<file path="src/rtl/rfid_pkg.sv">
// Shared types and constants for the RFID receive path.
// Holds the collector state encoding and the Gen2 CRC-16 helpers.
package rfid_pkg;

    typedef enum logic [1:0] {
        IDLE,
        COLLECT,
        HOLD
    } fc_state_t;

    localparam logic [15:0] CRC16_POLY    = 16'h1021;
    localparam logic [15:0] CRC16_PRESET  = 16'hFFFF;
    localparam logic [15:0] CRC16_RESIDUE = 16'h1D0F;

    function automatic int bank_width(input int banks);
        return (banks > 1) ? $clog2(banks) : 1;
    endfunction

    // One MSB-first step of the serial CRC-16.
    function automatic logic [15:0] crc16_next(
        input logic [15:0] crc,
        input logic        bit_in
    );
        return {crc[14:0], 1'b0} ^ ((crc[15] ^ bit_in) ? CRC16_POLY : 16'h0000);
    endfunction

endpackage

</file>
<file path="src/rtl/crc16_serial.sv">
// Serial EPC Gen2 CRC-16, one bit per enabled cycle.
// Shared between the receive collector and the transmit path.
module crc16_serial
    import rfid_pkg::*;
(
    input  logic        clk,
    input  logic        rst,
    input  logic        init,
    input  logic        en,
    input  logic        bit_in,
    output logic [15:0] crc
);

    always_ff @(posedge clk or negedge rst) begin
        if (!rst) begin
            crc <= CRC16_PRESET;
        end else if (init) begin
            crc <= CRC16_PRESET;
        end else if (en) begin
            crc <= crc16_next(crc, bit_in);
        end
    end

endmodule

</file>
<file path="src/rtl/frame_collector.sv">
// Assembles tag reply frames behind the preamble detector and
// hands them to the reader controller with a CRC verdict.
module frame_collector
    import rfid_pkg::*;
#(
    parameter int MAX_BITS   = 128,
    parameter int BANKS      = 9,
    parameter int TIMEOUT    = 4096,
    parameter int BANK_WIDTH = bank_width(BANKS)
) (
    input  logic                  clk,
    input  logic                  rst,
    input  logic                  in_dat,
    input  logic                  in_vld,
    input  logic                  preamble_detected,
    input  logic [BANK_WIDTH-1:0] frequency_bank,
    input  logic [7:0]            frame_len,
    input  logic                  crc_en,
    output logic [MAX_BITS-1:0]   frame_dat,
    output logic [7:0]            frame_bits,
    output logic [BANK_WIDTH-1:0] frame_bank,
    output logic                  crc_ok,
    output logic                  frame_vld,
    input  logic                  frame_rdy,
    output logic                  timeout,
    output logic                  len_err,
    output logic                  drop
);

    localparam int TW = $clog2(TIMEOUT + 1);

    fc_state_t     state;
    logic [7:0]    cnt;
    logic [TW-1:0] tcnt;
    logic          crc_en_q;
    logic [15:0]   crc;
    logic          bad_len;
    logic          can_arm;
    logic          arm;
    logic          take_bit;
    logic [7:0]    cnt_nxt;

    assign bad_len  = (frame_len == 8'd0)
                   || (int'(frame_len) > MAX_BITS)
                   || (crc_en && (frame_len < 8'd17));
    assign can_arm  = (state == IDLE) || (state == COLLECT);
    assign arm      = preamble_detected && can_arm && !bad_len;
    assign take_bit = (state == COLLECT) && in_vld && !preamble_detected;
    assign cnt_nxt  = cnt + 8'd1;

    crc16_serial u_crc (
        .clk    (clk),
        .rst    (rst),
        .init   (arm),
        .en     (take_bit),
        .bit_in (in_dat),
        .crc    (crc)
    );

    always_ff @(posedge clk or negedge rst) begin
        if (!rst) begin
            state      <= IDLE;
            cnt        <= '0;
            tcnt       <= '0;
            crc_en_q   <= 1'b0;
            frame_dat  <= '0;
            frame_bits <= '0;
            frame_bank <= '0;
            crc_ok     <= 1'b0;
            frame_vld  <= 1'b0;
            timeout    <= 1'b0;
            len_err    <= 1'b0;
            drop       <= 1'b0;
        end else begin
            timeout <= 1'b0;
            len_err <= 1'b0;
            drop    <= 1'b0;
            if (arm) begin
                // A fresh preamble also restarts a collection in progress.
                state      <= COLLECT;
                frame_bits <= frame_len;
                frame_bank <= frequency_bank;
                crc_en_q   <= crc_en;
                frame_dat  <= '0;
                cnt        <= '0;
                tcnt       <= '0;
                crc_ok     <= 1'b0;
            end else if (preamble_detected && can_arm) begin
                len_err <= 1'b1;
                state   <= IDLE;
            end else begin
                unique case (state)
                    IDLE: begin
                    end
                    COLLECT: begin
                        if (in_vld) begin
                            frame_dat <= {frame_dat[MAX_BITS-2:0], in_dat};
                            cnt       <= cnt_nxt;
                            tcnt      <= '0;
                            if (cnt_nxt == frame_bits) begin
                                state     <= HOLD;
                                frame_vld <= 1'b1;
                                crc_ok    <= !crc_en_q
                                          || (crc16_next(crc, in_dat) == CRC16_RESIDUE);
                            end
                        end else if (tcnt == TW'(TIMEOUT - 1)) begin
                            timeout <= 1'b1;
                            state   <= IDLE;
                        end else begin
                            tcnt <= tcnt + 1'b1;
                        end
                    end
                    HOLD: begin
                        if (preamble_detected) drop <= 1'b1;
                        if (frame_rdy) begin
                            frame_vld <= 1'b0;
                            state     <= IDLE;
                        end
                    end
                    default: state <= IDLE;
                endcase
            end
        end
    end

endmodule

</file>
<file path="config.mk">
export PLATFORM = sky130hd
export DESIGN_NAME = frame_collector
export DESIGN_NICKNAME = d
export VERILOG_FILES = /design/src/rtl/rfid_pkg.sv /design/src/rtl/crc16_serial.sv /design/src/rtl/frame_collector.sv
export SDC_FILE = /design/constraint.sdc
export NUM_CORES = 1
export LEC_CHECK = 0
export CORE_MARGIN = 5
export CORE_UTILIZATION = 46
export CTS_BUF_LIST = sky130_fd_sc_hd__clkbuf_16
export DETAILED_ROUTE_END_ITERATION = 10
export PLACE_DENSITY = 0.81
export SETUP_SLACK_MARGIN = 0.05
export SLEW_MARGIN = 15
export SYNTH_ARGS = -nofsm -noshare
export SYNTH_HDL_FRONTEND = slang
export SYNTH_SLANG_ARGS = --single-unit
</file>
<file path="constraint.sdc">
create_clock -name clk -period 1.9 [get_ports clk]
set_input_delay 0.38 -clock clk [delete_from_list [all_inputs] [get_ports clk]]
set_output_delay 0.38 -clock clk [all_outputs]
set_load 0.02 [all_outputs]
</file>
==> impl_results.md, run 1 <==
- RSZ-0062 raised after global routing: yes
- Netlist Area Pre-Place: 7900 µm²
- DRT Wirelength: approximately 21,000 µm
- Final setup margin: -0.0943 ns
- Detailed placement HPWL: 13,700 µm
- Die Width: ~140 µm
- Inserted Clock Buffers: 17
- Syn. warnings: 0
- Fin crit share: 105%
- EDFF count, synth: 0
- Largest net degree at the start of global routing: 70
- DRC Markers: 0
- Final nets: ~1,100
- DR vias: between 6,000 and 7,000
- Initial core utilization: a little under half
- Core Box Area: around 17,000 µm²
- Final setup vio count: 3
- Pwr Density: 759 nW/µm²
- Post-Synth XOR/XNOR Area: 1.66%
- Levels on crit path: 8
- Final Hold Viols: 0
- Post-Synth Simple-Gate Area: about a fifth
- Multiplexer share of the synthesized area: between 2 and 2.5%
- I/O Buffers: ~160
- Dominant combinational cell family by area after synthesis: simple AND/OR/NAND/NOR gates
- CP Cell Sequence: buf_6 > nand3_2 > buf_6 > nor4_1 > a221o_1 > nor4_4 > a21oi_1 > or3_1
- Compound-Gate Fraction of Synth Area: between 10% and 20%
- Initial antenna violation count: 0
- Setup crit start kind: flop
- Final Power: between 8 and 9 mW
- Critical path's slowest cell: dfrtp_2
- DR iter-0 viols: 510
- Slew HR: roughly two thirds
- Worst path required time: 2.20 ns
- R2R Path Start: cnt[0]
- ANT cells: 0
- CP Class: reg2reg
- Gpl congestion: between 0.8 and 0.9
- CP Buf/Inv Count: 2
- Leakage: 6.36 nW
- Row cnt: 48
- Die H: between 100 and 150 µm
- CP max stage delay: 0.45 ns
- Post-Syn Instances: around 850
- Vias/cell: 5.30
- Asr flop ratio synth: 100%
- Cells on Worst Hold Path: 2
- CTS tree: built
- Worst Path Arrival: 2.29 ns
- Min Tclk post-route: ~2.0 ns
- Routed WL per cell: between 15 and 20 µm
- Status: finished, violations left
- Worst skew pair latency: around 0.43 ns
- Post-Synth Adder-Cell Area: less than 1%
- H-tree depth: 4
- Worst reg2reg path depth: 8
- Failing checks: negative setup slack
- Flops & latches, synth: around 190
- Clk buf depth: 2
- Hold_sp: frame_len[0]
- Critical Path Start: cnt[0]
- Maximum capacitance violations: 0
- Synth cell types: between 50 and 60
- Worst vdd ir: just under 0.0007 V
- Final design utilization: between 60 and 70%
- Slew Viols, Final: 0
- Worst-margin pin slew: between 0.4 and 0.5 ns
- P&R area growth vs syn: 44.8%
- Share of layout cells above drive strength 1: 17.9%
- GRT overflow: 0
- Crit path max fanout: 4
- Vias in the first global route: a little under 7,000
- First drt pass iteration count: 5
- CTS Root Cell: clkbuf_16
- Critical path's top delay family: simple AND/OR/NAND/NOR gates
- CP most frequent cell: buf_6
- Avg Cell Area, Syn: slightly above 9 µm²
- Clock sink count: 185
- Post-DRT Antenna Nets: 0
- I/O pin count: approximately 160
- Register area share after synthesis: 58.8%
- Clk slew on worst S/H paths: 0.07 ns
- F_max: 501 MHz
- Tightest Hold Check Type: in2reg
- Crit end category: flop
- Total GRT Usage: between 20% and 30%
- Syn nets: about 870
- Worst-case clock skew: just under 0.008 ns
- First-pass GRT wire length: about 34,000 µm
- Post-synth top flop: dfrtp_1
- Die ar.: 19,900 µm²
[cell usage in the layout (no fill, tap or decap), types with 13 or more instances in the layout]
cell type,n
a21oi_1,13
buf_12,16
buf_4,59
clkbuf_16,17
clkdlybuf4s50_1,48
dfrtp_1,168
dfstp_2,16
dlygate4sd2_1,22
dlymetal6s2s_1,89
nand2_1,303
nor2_1,15
o21ai_0,140
xnor2_1,13
[layout make-up]
type,count,area (µm²)
clock buffer,17,425
clock inverter,15,116
fill,1292,5620
inverter,7,26.3
multi-input combinational,603,3280
sequential,185,4650
tap,225,282
timing repair buffer,245,2660
[registers in the layout, indices dropped and copies added (netlist names), 2 cells and up]
signal	cells
cnt	8
u_crc.crc	16
frame_dat	128
state	2
frame_bits	8
frame_bank	4
tcnt	13
[worst reg2reg max path: stages (launching register included)]
cell and delay (ns):
dfrtp_2 0.45, buf_6 0.14, nand3_2 0.08, buf_6 0.10
nor4_1 0.04, a221o_1 0.31, nor4_4 0.33, a21oi_1 0.10
or3_1 0.32
[final timing paths]
path	to	slack, ns
worst max-delay path	state[0]	-0.09
worst min-delay path	frame_bits[0]	0.24
worst max register to register	state[0]	-0.09
max in group asynchronous	cnt[0]	0.84
min in group asynchronous	frame_dat[3]	0.47
worst min register to register	u_crc.crc[4]	0.46
[cell families (layout without fill, tap and decap cells)]
family,Yosys count,in the layout
adders and majority gates,2,2
xor gates and xnor gates,15,15
buffers and inverters,63,284
AOI/OAI and AO/OA,195,195
and+or+nand+nor,378,378
muxes,13,13
DFF,185,185
[report_power, final]
group	internal (mW)	switching, mW
clock network	1.70	1.60
registers	4.12	0.121
logic	0.512	0.625
[cells in the mapped netlist, drive strengths merged (6+ instances only)]
cell      n  share of area (%)
nor3      9               0.57
dfstp    16                5.3
nand3     9               0.57
or3       6               0.55
o21ai   154                9.8
mux2     12                2.2
nor4      8               0.90
a21oi    18                1.2
xnor2    13                1.4
dfrtp   169                 54
nor2     19               0.93
inv       7               0.33
nand2   305                 14
nand2b    6               0.48
a31oi     6               0.48
clkbuf   52                2.5
[what timing repair did]
action                                  4_1_cts  5_1_grt
pin swaps                                    17       24
gates resized for setup                      59      128
setup buffers                                12        3
hold endpoints to repair                     25        0
hold buffers                                  1        0
endpoints found under the setup margin      199      254
[through the flow]
| stage | setup slack [ns] | cell area, µm² | setup TNS, ns | hold WS (ns) | cells |
|---|---|---|---|---|---|
| after CTS | -0.0909 | 11100 | -0.330 | 0.377 | 1295 |
| final | -0.0943 | 11400 | -0.147 | 0.239 | 1297 |
| after detailed placement | -0.640 | 10300 | -102.16 | 0.356 | 1250 |
| after floorplan | -0.0990 | 7930 | -1.34 | 0.0844 | 851 |
| after global routing | -0.171 | 11400 | -0.489 | 0.224 | 1297 |
| after global placement | -0.570 | 10300 | -90.65 | 0.357 | 1250 |
[metal layers]
metal / wire [µm] / vias to the layer above / track usage (%)
li1: - / 3244 / -
met1: 8930 / 3412 / 28.6
met2: 10500 / 195 / 33.7
met3: 1370 / 21 / 6.14
met4: 237 / 0 / 5.20
met5: 0 / - / 0
No activity file was read; power rests on OpenSTA's default activity.
==> inputs of run 2 (changes only) <==
--- a/config.mk
+++ b/config.mk
@@ -10,7 +10,6 @@
 export CTS_BUF_LIST = sky130_fd_sc_hd__clkbuf_16
 export DETAILED_ROUTE_END_ITERATION = 10
 export PLACE_DENSITY = 0.81
-export SETUP_SLACK_MARGIN = 0.05
 export SLEW_MARGIN = 15
 export SYNTH_ARGS = -nofsm -noshare
 export SYNTH_HDL_FRONTEND = slang
==> constraint.sdc (replaced) <==
create_clock -name clk -period 1.7 [get_ports clk]
set_input_delay 0.34 -clock clk [delete_from_list [all_inputs] [get_ports clk]]
set_output_delay 0.34 -clock clk [all_outputs]
set_load 0.02 [all_outputs]
==> run 2 against run 1 <==
  * The flow still finishes with violations (negative setup slack)
  * Via count rose by 13%
  * Maximum frequency decreased by 0.69%
  * Register-to-register slack got worse by 0.21 ns
  * Sequential power grew 13%
  * Worst hold slack worse by 0.099 ns
  * Routed wire length increased by 36%
  * Combinational power is 60% higher
  * Flip-flop and latch count unchanged
  * Design area up 12%
  * Critical path depth shrank 2
  * Critical path type unchanged
  * Largest cell class unchanged
==> impl_results.md, run 2 (synthesis gave the netlist of run 1 again) <==
- Status: finished, violations left
- Failing checks: negative setup slack
- Vias in the first global route: just over 7,000
- Clock sink count: 185
- Top Metal Used: met4
- DR vias: 7,786
- Pwr Density: ~860 nW/µm²
- Max FFs per register: 128
- RSZ-0062 raised after global routing: yes
- Crit path max fanout: 8
- Routed WL per cell: around 21 µm
- Die ar.: 19,900 µm²
- Worst-margin pin slew: 0.465 ns
- Largest Register: frame_dat
- Leakage: ~6.2 nW
- Gpl congestion: 0.850
- Worst vdd ir: ~0.00063 V
- I/O pin count: 164
- Final nets: about 1,100
- DR iter-0 viols: between 500 and 600
- Wl on met1: 11,000 µm
- ANT cells: 0
- Die Width: roughly 140 µm
- Vias/cell: around 5.7
- Final design utilization: around 75%
- Initial core utilization: a little under half
- Share of layout cells above drive strength 1: around 36%
- F_max: around 500 MHz
- CTS Root Cell: clkbuf_16
- DR WL met3: 1990 µm
- Core Box Area: approximately 17,000 µm²
- Detailed placement HPWL: between 10,000 and 15,000 µm
- Biggest regs: frame_dat: 128 flops, u_crc.crc: 16 flops, tcnt: 13 flops
- Slew HR: around 69%
- Post-DRT Antenna Nets: 0
- Tightest Hold Check Type: in2reg
- Fin crit share: 118%
- Crit end category: flop
- Worst-case clock skew: between 0.008 and 0.009 ns
- Metal2 WL: about 14,000 µm
- Most frequent cells in the layout: nand2_1 (303), dfrtp_1 (164), dlygate4sd2_1 (147), o21ai_2 (135), buf_4 (80)
- CP Class: reg2reg
- Row cnt: 48
- First drt pass iteration count: 5
- H-tree depth: 4
- Die H: between 100 and 150 µm
- Setup crit start kind: flop
- Commonest non-fill, non-tap cell in the layout: nand2_1
- Final setup margin: -0.308 ns
- CTS tree: built
- DRT Wirelength: roughly 29,000 µm
- Maximum capacitance violations: 0
- Worst path required time: 2.01 ns
- Worst skew pair latency: 0.43 ns
- Final setup vio count: around 150
- Worst Path Arrival: roughly 2.3 ns
- Clk buf depth: 2
- First-pass GRT wire length: 37,200 µm
- Cells on Worst Hold Path: 2
- DRC Markers: 0
- Final Hold Viols: 0
- Clk slew on worst S/H paths: ~0.08 ns
- Slew Viols, Final: 0
- Initial antenna violation count: 0
- I/O Buffers: 163
- Final hold slack: ~0.14 ns
- Inserted Clock Buffers: 17
- Fill count: 1,052
- Largest net degree at the start of global routing: 75
- Worst reg2reg path depth: 6
- Min Tclk post-route: roughly 2 ns
- Multi-input gate area: just under 4000 µm²
- Total GRT Usage: between 20 and 25%
- Sequential Area: approximately 4700 µm²
- P&R area growth vs syn: 62.1%
- GRT overflow: 0
-- run 2: cell types whose count changed in the layout (fill, tap and decap cells not counted), sizes merged --
cell / previous run / this run
clkdlybuf4s50: 48 / 8
dlygate4sd2: 22 / 147
dlymetal6s2s: 89 / 1
bufinv: 0 / 4
buf: 82 / 134
clkbuf: 19 / 35
and2: 1 / 3
clkinv: 5 / 1
-- run 2: routing by layer --
metal	vias to the layer above	GRT usage [%]
met5	-	0
met4	0	8.41
met3	102	6.41
met2	353	37.3
met1	3930	29.4
li1	3401	-
-- run 2: metrics by stage --
| stage | area (µm²) | setup TNS [ns] | cells | setup WS [ns] | power, mW |
|---|---|---|---|---|---|
| after floorplan | 7970 | -16.57 | 851 | -0.259 | 5.41 |
| after global placement | 10500 | -126.42 | 1273 | -0.824 | 6.04 |
| after detailed placement | 10500 | -134.92 | 1273 | -0.889 | 6.06 |
| after CTS | 11400 | -1.98 | 1324 | -0.233 | 10.5 |
| after global routing | 12800 | -16.93 | 1364 | -0.343 | 11.3 |
| final | 12800 | -7.99 | 1364 | -0.308 | 11.0 |
-- run 2: cell type report --
type,count,share of cell area [%]
inverter,7,0.205
timing repair buffer,310,25.7
clock inverter,15,1.68
clock buffer,17,3.32
tap,225,2.20
sequential,185,36.3
multi-input combinational,605,30.5
-- run 2: worst max-delay path: stages (launching register included) --
cell     delay [ns]
dfrtp_1        0.50
xnor2_1        0.23
nor3_1         0.24
a31oi_2        0.10
nor4_4         0.37
a21oi_1        0.11
or3_1          0.32
-- run 2: report_power, final --
| group | internal, mW | switching, mW | total, mW | leakage (nW) |
|---|---|---|---|---|
| combinational | 0.864 | 0.954 | 1.82 | 3.40 |
| clock | 2.51 | 1.89 | 4.40 | 0.308 |
| sequential | 4.60 | 0.172 | 4.78 | 2.49 |
-- run 2: final timing paths --
check,startpoint,end,slack (ns)
max,cnt[4],state[0],-0.31
min,frame_len[1],frame_bits[1],0.14
max reg2reg,cnt[4],state[0],-0.31
min reg2reg,u_crc.crc[1],u_crc.crc[2],0.47
max in group asynchronous,rst,state[1],0.63
min in group asynchronous,rst,frame_dat[120],0.36
-- run 2: timing repair --
action,4_1_cts,5_1_grt
resized for setup,265,292
setup buffers,17,17
hold buffers,1,0
gates cloned,2,24
setup endpoints to repair,326,182
endpoints found under the hold margin,12,0
pin swaps,26,163
==> inputs of run 3 (changes only) <==
--- a/config.mk
+++ b/config.mk
@@ -6,10 +6,10 @@
 export NUM_CORES = 1
 export LEC_CHECK = 0
 export CORE_MARGIN = 5
-export CORE_UTILIZATION = 46
-export CTS_BUF_LIST = sky130_fd_sc_hd__clkbuf_16
+export CORE_UTILIZATION = 28
+export CTS_BUF_LIST = sky130_fd_sc_hd__clkbuf_8
 export DETAILED_ROUTE_END_ITERATION = 10
-export PLACE_DENSITY = 0.81
+export PLACE_DENSITY = 0.56
 export SLEW_MARGIN = 15
 export SYNTH_ARGS = -nofsm -noshare
 export SYNTH_HDL_FRONTEND = slang
==> run 3 against run 2 <==
  * Worst hold slack got worse by 0.022 ns
  * Design area decreased by 7.7%
  * The run still ends with negative setup slack left
  * Largest cell class unchanged
  * Sequential share of layout area up 3.0 points
  * Die area increased by 59%
  * Clock-buffer cell count grew 1
  * Non-clock buffer count down 14
  * Flip-flop and latch count unchanged
  * Total power shrank 14%
  * Core utilization is 33 points lower
==> impl_results.md, run 3 (synthesis gave the netlist of run 1 again) <==
- Finished Cell Area: between 10,000 and 15,000 µm²
- DRC Markers: 0
- Setup crit start kind: flop
- CTS Root Cell: clkbuf_8
- I/O pin count: 164
- CP Class: reg2reg
- First drt pass iteration count: 5
- Vias in the first global route: between 6,000 and 7,000
- Worst vdd ir: ~0.00043 V
- Worst Path Arrival: 2.30 ns
- Crit path max fanout: 4
- DR vias: approximately 6,900
- Int Pwr: approximately 6.8 mW
- Core Box Area: 27,900 µm²
- Max FFs per register: 128
- Clock sink count: 185
- Final nets: approximately 1,100
- Failing checks: negative setup slack
- Gate power share: 16.0%
- Worst skew pair latency: between 0.4 and 0.5 ns
- Critical Path Start: cnt[2]
- Slew Viols, Final: 0
- Largest net degree at the start of global routing: 53
- First-pass GRT wire length: approximately 38,000 µm
- Clk buf depth: 2
- Die H: ~180 µm
- DR iter-0 viols: 491
- Initial core utilization: roughly 28%
- Final setup vio count: 14
- Placement Cell Area: around 11,000 µm²
- Fin crit share: 115%
- I/O Buffers: about 160
- Crit end category: flop
- Largest Register: frame_dat
- NetSw: ~2.7 mW
- CTS tree: built
- Clock share of power: approximately 34%
- Share of layout cells above drive strength 1: between 20% and 30%
- Die ar.: 31,700 µm²
- Most frequent cells in the layout: nand2_1 (302), dfrtp_1 (167), dlygate4sd2_1 (144), o21ai_0 (120), buf_4 (89)
- Sequential share of power: between 40% and 50%
- Fill count: approximately 2,800
- Row cnt: between 60 and 70
- Min Tclk post-route: approximately 2.0 ns
- Final Hold Viols: 0
- Die Width: approximately 180 µm
- Slew HR: around three quarters
- Worst-case clock skew: ~0.017 ns
- Gpl congestion: 0.763
- ANT cells: 0
- Maximum capacitance violations: 0
- Status: finished, violations left
- Detailed placement HPWL: 14,800 µm
- Commonest non-fill, non-tap cell in the layout: nand2_1
- P&R area growth vs syn: 49.6%
- Switching fraction of total power: between 20 and 30%
- Clk slew on worst S/H paths: between 0.1 and 0.15 ns
- Final setup margin: -0.256 ns
- Total GRT Usage: ~15%
- GRT overflow: 0
- Initial antenna violation count: 0
- Final Power: about 9.5 mW
- Worst path required time: 2.04 ns
- Leakage: roughly 5.6 nW
- H-tree depth: 4
- DRT Wirelength: ~23,000 µm
- Setup TNS: -1.75 ns
- Post-DRT Antenna Nets: 0
- RSZ-0062 raised after global routing: yes
- Setup WS pre-CTS: -0.818 ns
- F_max: about 510 MHz
- Inserted Clock Buffers: 17
- Biggest regs: frame_dat: 128 flops, u_crc.crc: 16 flops, tcnt: 13 flops
- Routed WL per cell: ~15 µm
- Cells on Worst Hold Path: 2
- Worst reg2reg path depth: 9
- Tightest Hold Check Type: in2reg
- Worst-margin pin slew: a little under 0.4 ns
- Reg2Reg Setup Slack: -0.26 ns
- Hold_sp: frame_len[2]
- R2R Path Start: cnt[2]
- Vias/cell: roughly 4.6
- Pwr Density: 802 nW/µm²
- Final hold slack: between 0.1 and 0.15 ns
[run 3: cell types whose count changed in the layout (fill, tap and decap cells not counted), moves of 9 or more]
cell       change
clkbuf_8      +19
o21ai_1       +20
buf_4          +9
clkbuf_16     -34
o21ai_0      +112
o21ai_2      -127
[run 3: stage by stage]
stage / cells / utilization [%]
6_report: 1501 / 42.4
5_1_grt: 1501 / 42.4
4_1_cts: 1496 / 42.0
3_5_place_dp: 1433 / 38.8
3_3_place_gp: 1433 / 38.8
2_1_floorplan: 851 / -
[run 3: cell type report]
type,count,area (µm²),share of cell area (%)
inverters,7,26.3,0.222
clock inverters,14,176,1.49
repair buffers,296,2960,25.1
clock buffers,18,248,2.10
multi-input cells,603,3280,27.8
well taps,378,473,4.00
flip-flops and latches,185,4650,39.4
[run 3: routing by layer]
| layer | GRT usage (%) | wire length (µm) | vias to the layer above |
|---|---|---|---|
| li1 | - | - | 3352 |
| met4 | 4.54 | 257 | 0 |
| met1 | 20.9 | 10800 | 3397 |
| met2 | 22.4 | 10700 | 138 |
| met5 | 0 | 0 | - |
| met3 | 3.73 | 1320 | 17 |
[run 3: power by group through the flow]
stage	registers [mW]	clock network, mW	logic, mW
2_1_floorplan	4.85	0	0.561
3_3_place_gp	4.81	0	1.30
3_5_place_dp	4.81	0	1.31
6_report	4.73	3.23	1.52
4_1_cts	4.72	3.38	1.52
5_1_grt	4.76	3.52	1.65
[run 3: worst max-delay path, stage by stage, from the launching register on]
cell	delay (ns)
dfrtp_1	0.39
buf_4	0.13
buf_4	0.12
nand2_1	0.07
nor3_1	0.25
buf_4	0.16
xnor2_1	0.08
nor2_1	0.24
a21oi_1	0.10
or3_1	0.31
[run 3: worst paths after layout]
kind	to
max	state[0]
min	frame_bits[2]
max reg2reg	state[0]
min reg2reg	u_crc.crc[1]
max in group asynchronous	u_crc.crc[14]
min in group asynchronous	frame_dat[32]
[run 3: what timing repair did]
| item | CTS | global route |
|---|---|---|
| gates cloned | 9 | 0 |
| hold buffers | 1 | 0 |
| resized for setup | 224 | 52 |
| pin swaps | 14 | 12 |
| setup buffers | 21 | 8 |
| hold endpoints to repair | 21 | 0 |
| setup endpoints to repair | 326 | 116 |
